### src/rtl/alu_pkg.sv
`default_nettype none
// +--------------------------------------------------------------------------+
// | alu_pkg: ALU ctrl codes and MIPS opcode/funct constants shared with ALU.  |
// | Rev 1.0                                                                  |
// +--------------------------------------------------------------------------+
package alu_pkg;

  localparam logic [3:0] ALU_AND     = 4'b0000;
  localparam logic [3:0] ALU_OR      = 4'b0001;
  localparam logic [3:0] ALU_ADD     = 4'b0010;
  localparam logic [3:0] ALU_BNE     = 4'b0011;
  localparam logic [3:0] ALU_SUB     = 4'b0110;
  localparam logic [3:0] ALU_SLT     = 4'b0111;
  localparam logic [3:0] ALU_NOR     = 4'b1000;
  localparam logic [3:0] ALU_XOR     = 4'b1001;
  localparam logic [3:0] ALU_SLL     = 4'b1010;
  localparam logic [3:0] ALU_SRA     = 4'b1011;
  localparam logic [3:0] ALU_SRL     = 4'b1100;
  localparam logic [3:0] ALU_ILLEGAL = 4'b1111;

  localparam logic [5:0] OP_RTYPE = 6'b000000;
  localparam logic [5:0] OP_ADDI  = 6'b001000;
  localparam logic [5:0] OP_ANDI  = 6'b001100;
  localparam logic [5:0] OP_ORI   = 6'b001101;
  localparam logic [5:0] OP_XORI  = 6'b001110;
  localparam logic [5:0] OP_SLTI  = 6'b001010;
  localparam logic [5:0] OP_LW    = 6'b100011;
  localparam logic [5:0] OP_SW    = 6'b101011;
  localparam logic [5:0] OP_BEQ   = 6'b000100;
  localparam logic [5:0] OP_BNE   = 6'b000101;

  localparam logic [5:0] FN_ADD = 6'b100000;
  localparam logic [5:0] FN_SUB = 6'b100010;
  localparam logic [5:0] FN_AND = 6'b100100;
  localparam logic [5:0] FN_OR  = 6'b100101;
  localparam logic [5:0] FN_XOR = 6'b100110;
  localparam logic [5:0] FN_NOR = 6'b100111;
  localparam logic [5:0] FN_SLT = 6'b101010;
  localparam logic [5:0] FN_SLL = 6'b000000;
  localparam logic [5:0] FN_SRL = 6'b000010;
  localparam logic [5:0] FN_SRA = 6'b000011;

  typedef enum logic [1:0] {
    IN1_RT   = 2'd0,
    IN1_SEXT = 2'd1,
    IN1_ZEXT = 2'd2
  } in1_sel_e;

endpackage
`default_nettype wire

### src/rtl/alu_ctrl_dec.sv
`default_nettype none
// +--------------------------------------------------------------------------+
// | alu_ctrl_dec: MIPS instruction -> ALU ctrl code and operands (comb).     |
// | Rev 1.0                                                                  |
// +--------------------------------------------------------------------------+
module alu_ctrl_dec
  import alu_pkg::*;
#(
  parameter int DW        = 32,
  parameter int ILLEGAL_Z = 1
) (
  input  logic [31:0]   instr,
  input  logic [DW-1:0] rs,
  input  logic [DW-1:0] rt,
  output logic [3:0]    ctrl,
  output logic [DW-1:0] in_0,
  output logic [DW-1:0] in_1,
  output logic          illegal
);

  logic [5:0]  op;
  logic [5:0]  funct;
  logic [4:0]  shamt;
  logic [15:0] imm;
  logic        shift;
  in1_sel_e    in1_sel;
  logic        unused_reg_fields;

  assign op    = instr[31:26];
  assign funct = instr[5:0];
  assign shamt = instr[10:6];
  assign imm   = instr[15:0];
  // Register specifiers are resolved upstream; operands arrive already read.
  assign unused_reg_fields = ^instr[25:16];

  always_comb begin
    ctrl    = (ILLEGAL_Z != 0) ? ALU_ILLEGAL : ALU_ADD;
    illegal = 1'b1;
    shift   = 1'b0;
    in1_sel = IN1_RT;
    case (op)
      OP_RTYPE: begin
        illegal = 1'b0;
        case (funct)
          FN_ADD:  ctrl = ALU_ADD;
          FN_SUB:  ctrl = ALU_SUB;
          FN_AND:  ctrl = ALU_AND;
          FN_OR:   ctrl = ALU_OR;
          FN_XOR:  ctrl = ALU_XOR;
          FN_NOR:  ctrl = ALU_NOR;
          FN_SLT:  ctrl = ALU_SLT;
          FN_SLL:  begin ctrl = ALU_SLL; shift = 1'b1; end
          FN_SRL:  begin ctrl = ALU_SRL; shift = 1'b1; end
          FN_SRA:  begin ctrl = ALU_SRA; shift = 1'b1; end
          default: illegal = 1'b1;
        endcase
      end
      OP_ADDI, OP_LW, OP_SW: begin illegal = 1'b0; ctrl = ALU_ADD; in1_sel = IN1_SEXT; end
      OP_SLTI: begin illegal = 1'b0; ctrl = ALU_SLT; in1_sel = IN1_SEXT; end
      OP_ANDI: begin illegal = 1'b0; ctrl = ALU_AND; in1_sel = IN1_ZEXT; end
      OP_ORI:  begin illegal = 1'b0; ctrl = ALU_OR;  in1_sel = IN1_ZEXT; end
      OP_XORI: begin illegal = 1'b0; ctrl = ALU_XOR; in1_sel = IN1_ZEXT; end
      OP_BEQ:  begin illegal = 1'b0; ctrl = ALU_SUB; end
      OP_BNE:  begin illegal = 1'b0; ctrl = ALU_BNE; end
      default: ;
    endcase
  end

  assign in_0 = shift ? {{(DW-5){1'b0}}, shamt} : rs;

  always_comb begin
    case (in1_sel)
      IN1_SEXT: in_1 = {{(DW-16){imm[15]}}, imm};
      IN1_ZEXT: in_1 = {{(DW-16){1'b0}}, imm};
      default:  in_1 = rt;
    endcase
  end

endmodule
`default_nettype wire

### src/rtl/alu_issue_stage.sv
`default_nettype none
// +--------------------------------------------------------------------------+
// | alu_issue_stage: ID->EX issue register with one skid entry for the ALU.  |
// | Rev 1.0                                                                  |
// +--------------------------------------------------------------------------+
module alu_issue_stage
  import alu_pkg::*;
#(
  parameter int DW        = 32,
  parameter int ILLEGAL_Z = 1
) (
  input  logic          clk,
  input  logic          rst_n,
  input  logic          flush,
  input  logic          id_valid,
  output logic          id_ready,
  input  logic [31:0]   id_instr,
  input  logic [DW-1:0] id_rs_data,
  input  logic [DW-1:0] id_rt_data,
  output logic          ex_valid,
  input  logic          ex_ready,
  output logic [3:0]    ex_ctrl,
  output logic [DW-1:0] ex_in_0,
  output logic [DW-1:0] ex_in_1,
  output logic          ex_illegal
);

  logic [3:0]    dec_ctrl;
  logic [DW-1:0] dec_in_0, dec_in_1;
  logic          dec_illegal;

  alu_ctrl_dec #(.DW(DW), .ILLEGAL_Z(ILLEGAL_Z)) u_dec (
    .instr   (id_instr),
    .rs      (id_rs_data),
    .rt      (id_rt_data),
    .ctrl    (dec_ctrl),
    .in_0    (dec_in_0),
    .in_1    (dec_in_1),
    .illegal (dec_illegal)
  );

  logic          or_valid_q, or_valid_d, sk_valid_q, sk_valid_d;
  logic [3:0]    or_ctrl_q, or_ctrl_d, sk_ctrl_q, sk_ctrl_d;
  logic [DW-1:0] or_in_0_q, or_in_0_d, sk_in_0_q, sk_in_0_d;
  logic [DW-1:0] or_in_1_q, or_in_1_d, sk_in_1_q, sk_in_1_d;
  logic          or_ill_q, or_ill_d, sk_ill_q, sk_ill_d;
  logic          id_ready_q, id_ready_d;
  logic          id_fire, or_free;

  assign id_fire = id_valid & id_ready_q;
  assign or_free = ~or_valid_q | ex_ready;

  always_comb begin
    or_valid_d = or_valid_q;
    or_ctrl_d  = or_ctrl_q;
    or_in_0_d  = or_in_0_q;
    or_in_1_d  = or_in_1_q;
    or_ill_d   = or_ill_q;
    sk_valid_d = sk_valid_q;
    sk_ctrl_d  = sk_ctrl_q;
    sk_in_0_d  = sk_in_0_q;
    sk_in_1_d  = sk_in_1_q;
    sk_ill_d   = sk_ill_q;
    if (flush) begin
      or_valid_d = 1'b0;
      sk_valid_d = 1'b0;
    end else if (or_free) begin
      if (sk_valid_q) begin
        // Older skid entry moves up first; a new word backfills the skid.
        or_valid_d = 1'b1;
        or_ctrl_d  = sk_ctrl_q;
        or_in_0_d  = sk_in_0_q;
        or_in_1_d  = sk_in_1_q;
        or_ill_d   = sk_ill_q;
        sk_valid_d = id_fire;
        if (id_fire) begin
          sk_ctrl_d = dec_ctrl;
          sk_in_0_d = dec_in_0;
          sk_in_1_d = dec_in_1;
          sk_ill_d  = dec_illegal;
        end
      end else begin
        or_valid_d = id_fire;
        if (id_fire) begin
          or_ctrl_d = dec_ctrl;
          or_in_0_d = dec_in_0;
          or_in_1_d = dec_in_1;
          or_ill_d  = dec_illegal;
        end
      end
    end else if (id_fire) begin
      sk_valid_d = 1'b1;
      sk_ctrl_d  = dec_ctrl;
      sk_in_0_d  = dec_in_0;
      sk_in_1_d  = dec_in_1;
      sk_ill_d   = dec_illegal;
    end
    id_ready_d = ~sk_valid_d;
  end

  always_ff @(posedge clk or negedge rst_n) begin
    if (!rst_n) begin
      or_valid_q <= 1'b0;
      or_ctrl_q  <= '0;
      or_in_0_q  <= '0;
      or_in_1_q  <= '0;
      or_ill_q   <= 1'b0;
      sk_valid_q <= 1'b0;
      sk_ctrl_q  <= '0;
      sk_in_0_q  <= '0;
      sk_in_1_q  <= '0;
      sk_ill_q   <= 1'b0;
      id_ready_q <= 1'b0;
    end else begin
      or_valid_q <= or_valid_d;
      or_ctrl_q  <= or_ctrl_d;
      or_in_0_q  <= or_in_0_d;
      or_in_1_q  <= or_in_1_d;
      or_ill_q   <= or_ill_d;
      sk_valid_q <= sk_valid_d;
      sk_ctrl_q  <= sk_ctrl_d;
      sk_in_0_q  <= sk_in_0_d;
      sk_in_1_q  <= sk_in_1_d;
      sk_ill_q   <= sk_ill_d;
      id_ready_q <= id_ready_d;
    end
  end

  assign id_ready   = id_ready_q;
  assign ex_valid   = or_valid_q;
  assign ex_ctrl    = or_ctrl_q;
  assign ex_in_0    = or_in_0_q;
  assign ex_in_1    = or_in_1_q;
  assign ex_illegal = or_ill_q;

endmodule
`default_nettype wire

### config.mk
export PLATFORM = sky130hd
export DESIGN_NAME = alu_issue_stage
export DESIGN_NICKNAME = d
export VERILOG_FILES = /design/src/rtl/alu_pkg.sv /design/src/rtl/alu_ctrl_dec.sv /design/src/rtl/alu_issue_stage.sv
export SDC_FILE = /design/constraint.sdc
export NUM_CORES = 1
export LEC_CHECK = 0
export BUFFER_PORTS_ARGS = -buffer_cell sky130_fd_sc_hd__buf_4
export CAP_MARGIN = 10
export CORE_MARGIN = 8
export CORE_UTILIZATION = 53
export CTS_CLUSTER_DIAMETER = 100
export CTS_CLUSTER_SIZE = 40
export DETAILED_ROUTE_END_ITERATION = 8
export MAX_ROUTING_LAYER = met4
export PLACE_DENSITY_LB_ADDON = 0.2
export RECOVER_POWER = 25
export SLEW_MARGIN = 5
export SYNTH_ARGS = -nofsm -noshare
export SYNTH_HDL_FRONTEND = slang
export SYNTH_SLANG_ARGS = --single-unit
### constraint.sdc
create_clock -name clk -period 2.4 [get_ports clk]
set_clock_uncertainty 0.2 [all_clocks]
set_input_delay 0.24 -clock clk [delete_from_list [all_inputs] [get_ports clk]]
set_output_delay 0.24 -clock clk [all_outputs]
set_load 0.02 [all_outputs]
## After elaboration in Yosys (flattened, before gate mapping)

Index checks and enable logic that the tools add are counted.

- Register bits: 141
- Word-level logic and storage cells: 85

- Equal/unequal tests: 21
- Reduce and logical (&&, ||, !) cells: 12
- Bitwise gates (word level): 5
- Multiplexer cells: 36

Operators by type and width:

| cell | number |
|---|---|
| $mux W32 | 11 |
| $pmux W32 S2 | 1 |
| $eq A6 B6 Y1 const B | 9 |
| $pmux W4 S10 | 1 |
| $pmux W4 S8 | 1 |
| $eq A6 B4 Y1 const B | 5 |
| $mux W4 | 5 |
| $mux W1 | 15 |
| $eq A6 B2 Y1 const B | 2 |
| $eq A6 B3 Y1 const B | 2 |
| $logic_not A6 Y1 | 2 |
| $reduce_or A10 Y1 | 1 |
| $reduce_or A3 Y1 | 3 |
| $reduce_or A9 Y1 | 1 |
| $pmux W2 S2 | 1 |
| $reduce_bool A2 Y1 | 2 |
| $reduce_or A4 Y1 | 1 |
| $not A1 Y1 | 3 |
| $reduce_and A3 Y1 | 1 |
| $eq A2 B1 Y1 const B | 1 |
| $eq A2 B2 Y1 const B | 1 |
| $ne A2 B2 Y1 const B | 1 |
| $pmux W1 S2 | 1 |
| $reduce_and A2 Y1 | 1 |
| other kinds (2) | 2 |

## Depth between registers and ports, before layout

- Word-level depth: 8
- Depth in mapped cells: 13
- Depth with buffers taken out: 10

## Modules after synthesis

From an unflattened synthesis, not the netlist that was laid out.

- Cell total of the unflattened synthesis: 532
- Area, all modules: 6,995.5 µm²

Modules (own cells, without submodules):

| module | area each (µm²) | sequential area each (µm²) | times used | cells an instance |
|---|---|---|---|---|
| alu_issue_stage | 6,073.3 | 3,528.4 | 1 | 381 |
| alu_ctrl_dec | 922.1 | 0.0 | 1 | 151 |

## Worst setup path after synthesis

No wires, ideal clock.

- Path type: in2reg
- Start: in id_instr[27]
- End: reg or_in_1_q[27] (netlist: ex_in_1[27])
- Setup slack: -0.290 ns
- Buffers on the path: 4
- Stages on the path: 13
- Data required time: 2.067 ns
- Arrival: 2.356 ns
- Library setup time: 0.133 ns
- Path through: clkbuf_1 nand3_1 o31a_1 or3_1 ha_1 clkbuf_1 and3b_1 clkbuf_1 buf_2 a21oi_1 nor2_1 a21oi_1 o21ai_0

- Cells in the longest elaborated chain, start to end: 7

RTL lines:

| what | RTL line | source |
|---|---|---|
| from (decl) | alu_issue_stage.sv:17 | `input logic [31:0] id_instr,` |
| $eq A6 B4 Y1 or $eq A6 B6 Y1 (tied branches) | alu_ctrl_dec.sv:41 | `case (op)` |
| $reduce_or A4 Y1 (no line) or $reduce_or A3 Y1 (tied branches) | n/a |  |
| $pmux W2 S2 * | alu_ctrl_dec.sv:41 |  |
| $eq A2 B2 Y1 or $eq A2 B1 Y1 (tied branches) | alu_ctrl_dec.sv:72 | `case (in1_sel)` |
| $pmux W32 S2 * | alu_ctrl_dec.sv:72 |  |
| $mux W32 * | alu_issue_stage.sv:84 | `if (id_fire) begin` |
| $mux W32 * | alu_issue_stage.sv:68 | `if (sk_valid_q) begin` |
| to (signal assigned) | alu_issue_stage.sv:118 | `or_in_1_q <= or_in_1_d;` |
| to (decl) | alu_issue_stage.sv:45 | `logic [DW-1:0] or_in_1_q, or_in_1_d, sk_in_1_q, sk_in_1_d;` |

Mark *: on every way between the ends. The rest lies on a longest branch, timed or not. The select of a mux whose other input is x is not followed.
A chain may end at the register's enable or synchronous reset.

## Final worst setup path

- Start: in id_instr[29]
- End: reg or_in_1_q[10] (netlist: ex_in_1[10])

The elaborated chain is that of the path after synthesis.

==> impl_metrics.csv <==
group,metric,value,unit
final_layout,area_growth_syn_to_layout,40.6,%
setup_path,ff2ff_setup_slack,0.28,ns
yosys,synth_area_leaders,"dfrtp_1 (54%), nand2_1 (9.8%), o21ai_0 (8.4%), a21oi_1 (4.1%), o211ai_1 (3.3%)",
hold_path,worstHoldPathCells,3,
grt,grt_pass1_vias,6364,
setup_path,cp_max_fo,15,
pwr,ir_drop,0.490,mV
route,vias,6113,
pwr,power.leakage,4.32,nW
floorplan,die_area,16200,µm²
cts,post-cts-setup-buffers,0,
yosys,synth-main-ff-cell,"dfrtp_1",
route,wirelength,19.1,mm
yosys,yosys_warnings,0,
floorplan,initial_core_util,0.545,
sta,setup_violations,0,
grt,grt_pass1_wl,31.3,mm
floorplan,fp.dieW,127,µm
yosys,synth_edf_count,0,
cts,cts.sink_count,141,
route,route.detailed.drc,0,
flow_run,maxCapViolCount,0,
yosys,async_reset_ff_frac,1.00,
floorplan,core-area,12000,µm²
placed_design,dp.final_hpwl,12.3,mm
setup_path,critPathLaunchType,"input pin",
yosys,netlist_area,6540,µm²
cts,h-tree-depth,4,
sta,report.final.slew_viol_count,0,
route,drtIter0Drc,436,
cts,root_buffer,"clkbuf_16",
floorplan,num_rows,40,
placed_design,port_buffers,161,
grt,gr-total-overflow,0,
route,via_per_inst,5.56,
route,avgRoutedWirePerCell,17.4,µm
route,drt.antenna.violating_nets,0,
final_layout,layout_common_cells,"buf_4 (178), nand2_1 (171), dfrtp_1 (140)",
grt,grt_use_total,0.245,
hold_path,hold_path_end,"sk_in_1_q[4]",
sta,fmax,466,MHz
yosys,avgSynthCellArea,8.99,µm²
final_layout,fillers,783,
floorplan,io_pins,172,
placed_design,dp_cells,999,
grt,antenna_found_initial,0,
grt,grt_use_met3,0.0591,
cts,cts_tree,"done",
yosys,yosys_register_bits,141,
sta,tightest_slew,0.732,ns
grt,grt_use_met2,0.403,
sta,fin_crit,2.15,ns
sta,hold_violations,0,
final_layout,antenna_cells,0,
final_layout,fin_cells,1099,
grt,use_met1,0.284,
sta,setup_tns,0,ns
hold_path,hold_class,"in -> reg",
cts,cts_buffers,17,
route,firstDrtPassIters,5,
sta,relSlewSlack,0.512,
yosys,yosysSeqAreaShare,0.539,
pwr,pwr_density_cell,817,nW/µm²
yosys,synth_top_area_cell,"dfrtp_1",
setup_path,reg2reg_to,"ex_ctrl[0]",
yosys,syn_inst,728,
final_layout,drive_above_1_share,0.247,
cts,cts_buffer_depth,2,
yosys,synth_nets,831,
outcome,outcome,"finished clean",
setup_path,r2r_cells,5,
final_layout,fin_nets,1042,
sta,rsz0062_at_grt,"false",
grt,grt_max_degree,80,
grt,grt-busiest-layer,"met2",
final_layout,seqCellArea,3530,µm²
setup_path,arrival,2.22,ns
sta,min_period_over_period,0.895,
floorplan,die-height,127,µm
final_layout,final_common_cell,"buf_4",
yosys,synth_cell_types,48,
yosys,yosys.area.top_type_share,0.539,
hold_path,holdCritStartpoint,"id_rt_data[4]",
setup_path,cp-end-kind,"flip-flop",
setup_path,reg2reg_from,"ex_valid",
placed_design,gp_congestion,0.842,
cts,clk_pin_slew,0.06,ns
cts,insertion_delay,0.41,ns
final_layout,multi_input_area,2770,µm²
setup_path,criticalPathCategory,"in -> reg",
setup_path,cp.required,2.47,ns
## cells by family (layout without fill, tap and decap cells)
logic type      count (synthesis)  after routing  share of synthesized area
simple gates                  251            251                      0.166
buf+inv                        67            291                     0.0457
compound gates                259            259                      0.234
flops                         141            141                      0.539
xor+xnor                        1              1                    0.00134
mux                             6              6                    0.00918
fa+ha+maj                       3              3                    0.00535
## flip-flops by register name (all words and copies together) (netlist names)
register	flops
ex_ctrl	4
ex_illegal	1
ex_in_0	32
ex_in_1	32
ex_valid	1
id_ready	1
sk_ctrl_q	4
sk_ill_q	1
sk_in_0_q	32
sk_in_1_q	32
sk_valid_q	1
## stage by stage
step	instance area, µm²	setup slack [ns]	utilization	power, W	hold slack (ns)
CTS	9220	0.256	0.768	0.00756	0.00234
global placement	7940	-0.122	0.661	0.00475	0.0558
floorplan	6610	0.00646	-	0.00406	-0.256
global route	9200	0.0927	0.766	0.00789	0.0180
finish	9200	0.253	0.766	0.00752	0.00560
detailed placement	7940	-0.186	0.661	0.00484	0.0614
## what timing repair did
action	4_1_cts	5_1_grt
resized for setup	0	0
endpoints found under the hold margin	122	0
hold buffers	68	0
## layout make-up
class / count / share of cell area
sequential: 141 / 0.384
multi-input combinational: 520 / 0.301
timing repair buffer: 252 / 0.228
clock buffer: 22 / 0.0526
tap: 147 / 0.0200
clock inverter: 10 / 0.0122
inverter: 7 / 0.00286
## synthesized netlist by cell type, types with 2 or more instances
cell type	number
a211oi_1	3
a21oi_1	53
a22oi_1	15
a31oi_1	2
and2_1	6
buf_1	7
buf_2	14
buf_6	4
clkbuf_1	35
dfrtp_1	141
ha_1	2
inv_1	7
mux2i_1	6
nand2_1	171
nand2b_1	4
nand3_1	6
nand4_1	2
nor2_1	40
nor3_1	7
o211ai_1	29
o21a_1	29
o21ai_0	110
o21ai_1	7
o31ai_1	2
or3_1	3
## how the worst max path moves through the flow
| stage | startpoint | endpoint | depth (start not counted) |
|---|---|---|---|
| 2_1_floorplan | id_instr[27] | ex_in_1[27] | 13 |
| 3_3_place_gp | id_instr[29] | ex_in_1[10] | 11 |
| 3_5_place_dp | id_instr[29] | ex_in_1[10] | 11 |
| 4_1_cts | id_instr[29] | ex_in_1[10] | 11 |
| 5_1_grt | id_instr[29] | ex_in_1[6] | 11 |
| 6_report | id_instr[29] | ex_in_1[10] | 11 |
## worst max-delay path, stage by stage
cell and delay [ns]:
buf_4 0.09, inv_1 0.05, o31a_1 0.27, or3_1 0.33, ha_1 0.36, o21ba_2 0.19
buf_12 0.15, a22oi_1 0.25, nor2_1 0.08, a21oi_1 0.12, o21ai_0 0.08
## power by group
group	switching, W	total [W]	internal, W
clock	0.000974	0.00261	0.00163
sequential	0.000305	0.00322	0.00291
combinational	0.000935	0.00169	0.000755
## layer usage
layer | share of wire | vias to the layer above | routed length [µm]
li1 | - | 2935 | -
met1 | 0.41 | 2923 | 7840
met2 | 0.50 | 215 | 9590
met3 | 0.060 | 40 | 1140
met4 | 0.028 | 0 | 537
met5 | 0 | - | 0
Note: power is estimated with default switching activity, not from simulation.
